### src/rtl/pipeline_hazard_ctrl_pkg.sv
// Shared tracker entry type, forwarding source code and slot indices
// for the pipeline hazard/forwarding controller.
package pipe_pkg;

    // Tracker entries store destinations at this width; the controller's REG_AW must not exceed it.
    localparam int MAX_REG_AW      = 8;
    localparam int FWD_SRC_REGFILE = 0;
    localparam int SLOT_EX         = 0;
    localparam int SLOT_MEM        = 1;
    localparam int SLOT_WB         = 2;

    typedef struct packed {
        logic                  valid;
        logic [MAX_REG_AW-1:0] dest;
        logic                  is_load;
    } track_entry_t;

endpackage

### src/rtl/pipeline_hazard_ctrl_hazard_match.sv
// Combinational youngest-writer search for one source operand across the
// comparable tracker slots (0..TRACK_DEPTH-2).
module hazard_match
    import pipe_pkg::*;
#(
    parameter int REG_AW      = 5,
    parameter int TRACK_DEPTH = 3,
    parameter int FWD_W       = 2
) (
    input  track_entry_t      tracker [TRACK_DEPTH],
    input  logic [REG_AW-1:0] src,
    input  logic              used,
    output logic              hit,
    output logic [FWD_W-1:0]  slot,
    output logic              is_load
);

    logic [TRACK_DEPTH-2:0] match;

    // The oldest slot is committing to the register file this edge, so it is never compared.
    generate
        for (genvar gi = 0; gi < TRACK_DEPTH - 1; gi++) begin : g_cmp
            assign match[gi] = used && (src != '0) && tracker[gi].valid &&
                               (tracker[gi].dest == MAX_REG_AW'(src));
        end
    endgenerate

    always_comb begin
        hit     = 1'b0;
        slot    = '0;
        is_load = 1'b0;
        // Scan oldest to youngest so the youngest match is the one that sticks.
        for (int j = TRACK_DEPTH - 2; j >= 0; j--) begin
            if (match[j]) begin
                hit     = 1'b1;
                slot    = FWD_W'(j);
                is_load = tracker[j].is_load;
            end
        end
    end

endmodule

### src/rtl/pipeline_hazard_ctrl.sv
// Hazard/forwarding controller beside the ID stage: load-use stalls, bubbles, forwarding selects, redirect flushes.
// Optional StallCount/FlushCount outputs are enabled by defining PIPELINE_HAZARD_PERF_EN.
module pipeline_hazard_ctrl
    import pipe_pkg::*;
#(
    parameter int REG_AW          = 5,
    parameter int TRACK_DEPTH     = 3,
    parameter int LOAD_READY_SLOT = 2,
    parameter int REDIRECT_SLOT   = 1,
    parameter int FWD_W           = $clog2(TRACK_DEPTH + 1)
) (
    input  logic                     Clk,
    input  logic                     Rst,
    input  logic                     ID_Valid,
    input  logic [REG_AW-1:0]        ID_Rs,
    input  logic [REG_AW-1:0]        ID_Rt,
    input  logic                     ID_UsesRs,
    input  logic                     ID_UsesRt,
    input  logic [REG_AW-1:0]        ID_Dest,
    input  logic                     ID_RegWrite,
    input  logic                     ID_MemRead,
    input  logic                     Redirect,
    output logic                     Stall,
    output logic                     Bubble,
    output logic [FWD_W-1:0]         FwdSelA,
    output logic [FWD_W-1:0]         FwdSelB,
    output logic [REDIRECT_SLOT+1:0] FlushMask
`ifdef PIPELINE_HAZARD_PERF_EN
    ,
    output logic [31:0]              StallCount,
    output logic [31:0]              FlushCount
`endif
);

    track_entry_t     track_reg [TRACK_DEPTH];
    logic             hit_a, hit_b, load_a, load_b;
    logic [FWD_W-1:0] slot_a, slot_b;
    logic             late_a, late_b, load_use, advance;
    logic [FWD_W-1:0] fwd_a_reg, fwd_b_reg;

    hazard_match #(.REG_AW(REG_AW), .TRACK_DEPTH(TRACK_DEPTH), .FWD_W(FWD_W)) u_match_a (
        .tracker(track_reg), .src(ID_Rs), .used(ID_UsesRs & ID_Valid),
        .hit(hit_a), .slot(slot_a), .is_load(load_a)
    );

    hazard_match #(.REG_AW(REG_AW), .TRACK_DEPTH(TRACK_DEPTH), .FWD_W(FWD_W)) u_match_b (
        .tracker(track_reg), .src(ID_Rt), .used(ID_UsesRt & ID_Valid),
        .hit(hit_b), .slot(slot_b), .is_load(load_b)
    );

    // A load in slot j has its data forwardable once it reaches slot LOAD_READY_SLOT-1 or older.
    assign late_a    = hit_a && load_a && (int'(slot_a) + 1 < LOAD_READY_SLOT);
    assign late_b    = hit_b && load_b && (int'(slot_b) + 1 < LOAD_READY_SLOT);
    assign load_use  = ~Rst & (late_a | late_b);
    assign advance   = ID_Valid & ~load_use & ~Redirect;

    assign Stall     = load_use & ~Redirect;
    assign Bubble    = load_use | (Redirect & ~Rst);
    assign FlushMask = {(REDIRECT_SLOT + 2){Redirect & ~Rst}};
    assign FwdSelA   = fwd_a_reg;
    assign FwdSelB   = fwd_b_reg;

    // Redirect kills the wrong-path entries younger than the resolving slot before they shift.
    always_ff @(posedge Clk) begin
        if (Rst) begin
            for (int i = 0; i < TRACK_DEPTH; i++) begin
                track_reg[i] <= '0;
            end
        end else begin
            if (advance && ID_RegWrite) begin
                track_reg[SLOT_EX] <= '{valid: 1'b1, dest: MAX_REG_AW'(ID_Dest), is_load: ID_MemRead};
            end else begin
                track_reg[SLOT_EX] <= '0;
            end
            for (int i = 1; i < TRACK_DEPTH; i++) begin
                track_reg[i] <= (Redirect && (i - 1 < REDIRECT_SLOT)) ? '0 : track_reg[i-1];
            end
        end
    end

    always_ff @(posedge Clk) begin
        if (Rst || Redirect) begin
            fwd_a_reg <= FWD_W'(FWD_SRC_REGFILE);
            fwd_b_reg <= FWD_W'(FWD_SRC_REGFILE);
        end else if (load_use) begin
            fwd_a_reg <= fwd_a_reg;
            fwd_b_reg <= fwd_b_reg;
        end else if (advance) begin
            fwd_a_reg <= hit_a ? slot_a + FWD_W'(1) : FWD_W'(FWD_SRC_REGFILE);
            fwd_b_reg <= hit_b ? slot_b + FWD_W'(1) : FWD_W'(FWD_SRC_REGFILE);
        end else begin
            fwd_a_reg <= FWD_W'(FWD_SRC_REGFILE);
            fwd_b_reg <= FWD_W'(FWD_SRC_REGFILE);
        end
    end

`ifdef PIPELINE_HAZARD_PERF_EN
    logic [31:0] stall_count_reg, flush_count_reg;

    always_ff @(posedge Clk) begin
        if (Rst) begin
            stall_count_reg <= '0;
            flush_count_reg <= '0;
        end else begin
            if (Stall) stall_count_reg <= stall_count_reg + 32'd1;
            if (Redirect) flush_count_reg <= flush_count_reg + 32'd1;
        end
    end

    assign StallCount = stall_count_reg;
    assign FlushCount = flush_count_reg;
`endif

endmodule

### config.mk
export PLATFORM = sky130hd
export DESIGN_NAME = pipeline_hazard_ctrl
export DESIGN_NICKNAME = d
export VERILOG_FILES = /design/src/rtl/pipeline_hazard_ctrl_pkg.sv /design/src/rtl/pipeline_hazard_ctrl_hazard_match.sv /design/src/rtl/pipeline_hazard_ctrl.sv
export SDC_FILE = /design/constraint.sdc
export NUM_CORES = 1
export LEC_CHECK = 0
export CAP_MARGIN = 20
export CORE_MARGIN = 5
export CORE_UTILIZATION = 43
export CTS_CLUSTER_DIAMETER = 60
export DETAILED_ROUTE_END_ITERATION = 12
export GPL_TIMING_DRIVEN = 0
export HOLD_SLACK_MARGIN = 0.05
export PLACE_DENSITY = 0.77
export SLEW_MARGIN = 0
export SYNTH_ARGS = -nofsm -noshare
export SYNTH_HDL_FRONTEND = slang
export SYNTH_SLANG_ARGS = --single-unit
### constraint.sdc
create_clock -name Clk -period 2.3 [get_ports Clk]
set_input_delay 0.46 -clock Clk [delete_from_list [all_inputs] [get_ports Clk]]
set_output_delay 0.46 -clock Clk [all_outputs]
set_load 0.02 [all_outputs]
==> parameters.txt <==
Parameter                              Value

GRT
  Wire length of the first global-routing pass ... 4090 um
  Tot GR Track Use ... 0.166
  Antenna violations before repair ... 0
  Maximum number of pins on one net before global-route repair ... 10
  Total overflow reported by the global router ... 0
  Number of global-route vias before repair ... 939

Final layout
  Sequential cell area ... 345 um2
  Most common library cell in the layout ignoring fill and taps ... sky130_fd_sc_hd__dfxtp_1
  Nets@finish ... 167
  Proportion of layout cells with a drive suffix above 1 ... 0.294
  Count of fill cells added during filler insertion ... 166
  Area taken by multi-input logic gates ... 607 um2
  Diodes inserted ... 0
  Final Instance Count excl. Fillers ... 170
  Number of flip-flops under the largest register name ... 13
  Most used cells in the layout excluding fill and tap cells ... 15 x sky130_fd_sc_hd__dfxtp_1, 13 x sky130_fd_sc_hd__buf_4, 13 x sky130_fd_sc_hd__clkdlybuf4s50_1
  Synth-to-Final Area Change ... 51.0%

Yosys
  Nets in the synthesized netlist ... 121
  Top-area cell type share of the netlist area ... 0.372
  Number of enable flip-flop cells after synthesis ... 0
  Avg Synthesized Cell Area ... 9.35 um2
  Register area share after synthesis ... 0.372
  Synthesized cell area ... 916 um2
  Total of warnings raised by yosys ... 0
  Syn Inst Count ... 98
  Async set-reset flop share out of synthesis ... 0
  Flops & latches, synth ... 17
  Most instantiated flip-flop cell in the synthesis netlist ... sky130_fd_sc_hd__dfxtp_1
  Count of unique library cells instantiated by Yosys ... 30
  Biggest area consumer among synthesized cells ... sky130_fd_sc_hd__dfxtp_1
  Leading post-synthesis cells by cell area ... sky130_fd_sc_hd__dfxtp_1 37%, sky130_fd_sc_hd__xnor2_1 11%, sky130_fd_sc_hd__xor2_1 7.7%

Place
  Final estimated routing congestion in global placement ... 0.768
  Detailed placement HPWL ... 1750 um
  Minimum setup slack after placement ... -914 ps
  Placed Cells ... 156
  Input/output buffers ... 31

Clock tree
  CTS clk-pin slew, worst paths ... 90 ps
  Clock latency reported for the late side of the worst-skew pair ... 280 ps
  Number of CTS-inserted buffers ... 3
  Hold-fix buffer count after cts ... 0
  Clk root buf ... sky130_fd_sc_hd__clkbuf_4
  Number of buffers on the longest clock path ... 2
  Clock sinks ... 17
  CTS tree ... yes
  Total number of H-tree levels ... 1

Worst setup path
  FF-to-FF End ... FwdSelB[1]
  Crit path arrival time ... 1790 ps
  Start of the worst register-to-register path ... track_reg[24]
  Startpoint Class ... primary input
  CP required ... 1840 ps
  Critical path peak fanout ... 4
  Worst Reg-to-Reg Cells ... 6
  Type of the worst setup path ... primary input to output port
  Setup slack of the worst register-to-register path ... 570 ps
  Crit path capture type ... output port

Floorplan
  Placement row count ... 16
  Top-level port count ... 32
  Vert. Die Dim ... 56.2 um
  Die extent in x ... 56.2 um
  Placeable core region ... 2000 um2
  Initial Utilization ... 0.457
  Die outline area ... 3150 um2

STA
  Total negative slack for setup checks ... 0 ps
  Setup violators final ... 0
  Least-Margin Pin Slew ... 469 ps
  RSZ-0062 raised after global routing ... yes
  Maximum clock skew at final layout ... 4.79 ps
  Count of endpoints failing hold in the final timing report ... 0
  Clock period minus final worst setup slack ... 2250 ps
  Crit share post-route ... 0.977
  Worst-case setup margin in the final layout ... 52.3 ps
  Final Slew Violations ... 0
  Slew margin rel. ... 0.686
  Maximum achievable frequency ... 445 MHz
  Fin Hold WS ... 485 ps

Min path
  End point of the most critical hold path ... FwdSelB[1]
  Hold crit path type ... flip-flop to flip-flop
  Worst hold path startpoint ... FwdSelB[1]
  Worst Hold Depth ... 1

Drt
  Detail-routed net length per standard cell ... 14.2 um
  DRT iter0 DRCs ... 17
  Average vias per placed instance ... 5.12
  Residual DRC count ... 0
  First-pass iteration count of the detailed router ... 4
  Final routed wirelength across all metal layers ... 2420 um
  Final ANT Viol Nets ... 0
  Routed via count ... 871

Run status
  Run status ... complete, no violations

Power
  Pwr Density ... 403 nW/um2
  Post-layout power ... 0.557 mW
  Peak supply drop ... 0.388 mV
  Static Leakage ... 0.565 nW

Job
  Max-cap violations ... 0
==> final cells by class <==
cell class	count	share of cell area
inverter	1	0.00271
sequential	17	0.250
timing repair buffer	41	0.252
clock buffer	4	0.0190
buffer	3	0.0136
multi-input combinational	77	0.439
tap	27	0.0244
==> how the worst max path moves through the flow <==
stage | start | depth (start not counted) | end | slack (ps)
after detailed placement | ID_Rs[1] | 7 | Stall | -910
after floorplan | ID_Rs[1] | 5 | Stall | 50
after global placement | ID_Rs[1] | 7 | Bubble | -870
after CTS | ID_Rs[2] | 7 | Stall | -30
after global routing | track_reg[23] | 6 | Bubble | -20
final | ID_Rt[1] | 7 | Bubble | 50
==> stage by stage <==
| step | cell area [um2] | util |
|---|---|---|
| after detailed placement | 1260 | 0.629 |
| after global placement | 1260 | 0.629 |
| after floorplan | 916 | - |
| final | 1380 | 0.691 |
| after CTS | 1390 | 0.692 |
| after global routing | 1380 | 0.691 |
==> timing repair <==
item | 4_1_cts | 5_1_grt
pin swaps | 10 | 10
resized for setup | 47 | 13
endpoints found under the setup margin | 5 | 2
cloned | 0 | 0
setup buffers | 9 | 1
==> power by group <==
part           leakage, nW  internal (mW)  total (mW)  switching, mW
sequential           0.139          0.296       0.300        0.00379
clock               0.0150         0.0674       0.153         0.0854
combinational        0.412         0.0562       0.105         0.0484
total                0.565          0.420       0.557          0.138
==> logic make-up after synthesis <==
family          count (synthesis)  synth area share
compound gates                  9            0.0847
xor+xnor                       20             0.191
buf+inv                         4            0.0246
flops                          17             0.372
simple gates                   48             0.328
==> worst max-delay path: stages <==
cell and delay (ps):
sky130_fd_sc_hd__clkdlybuf4s15_1 230, sky130_fd_sc_hd__or4_4 450, sky130_fd_sc_hd__nor2_4 150, sky130_fd_sc_hd__nor3_4 80, sky130_fd_sc_hd__o21ai_4 200, sky130_fd_sc_hd__a21oi_2 80, sky130_fd_sc_hd__buf_6 130
==> metal layers <==
layer / track usage / wire [um] / up-vias
li1: - / - / 434
met1: 0.197 / 1120 / 402
met2: 0.254 / 1080 / 29
met3: 0.0441 / 137 / 6
met4: 0.122 / 82 / 0
met5: 0 / 0 / -
==> Yosys cell counts (2+ instances only) <==
master,number
sky130_fd_sc_hd__dfxtp_1,17
sky130_fd_sc_hd__xnor2_1,12
sky130_fd_sc_hd__and2_1,8
sky130_fd_sc_hd__and3_1,8
sky130_fd_sc_hd__xor2_1,8
sky130_fd_sc_hd__nand4_1,6
sky130_fd_sc_hd__nand2_1,5
sky130_fd_sc_hd__nor2_1,5
sky130_fd_sc_hd__a21oi_1,3
sky130_fd_sc_hd__nor3_1,3
sky130_fd_sc_hd__buf_4,2
sky130_fd_sc_hd__nand3_1,2
sky130_fd_sc_hd__nor4_1,2
Note: power is estimated with default switching activity, not from simulation.
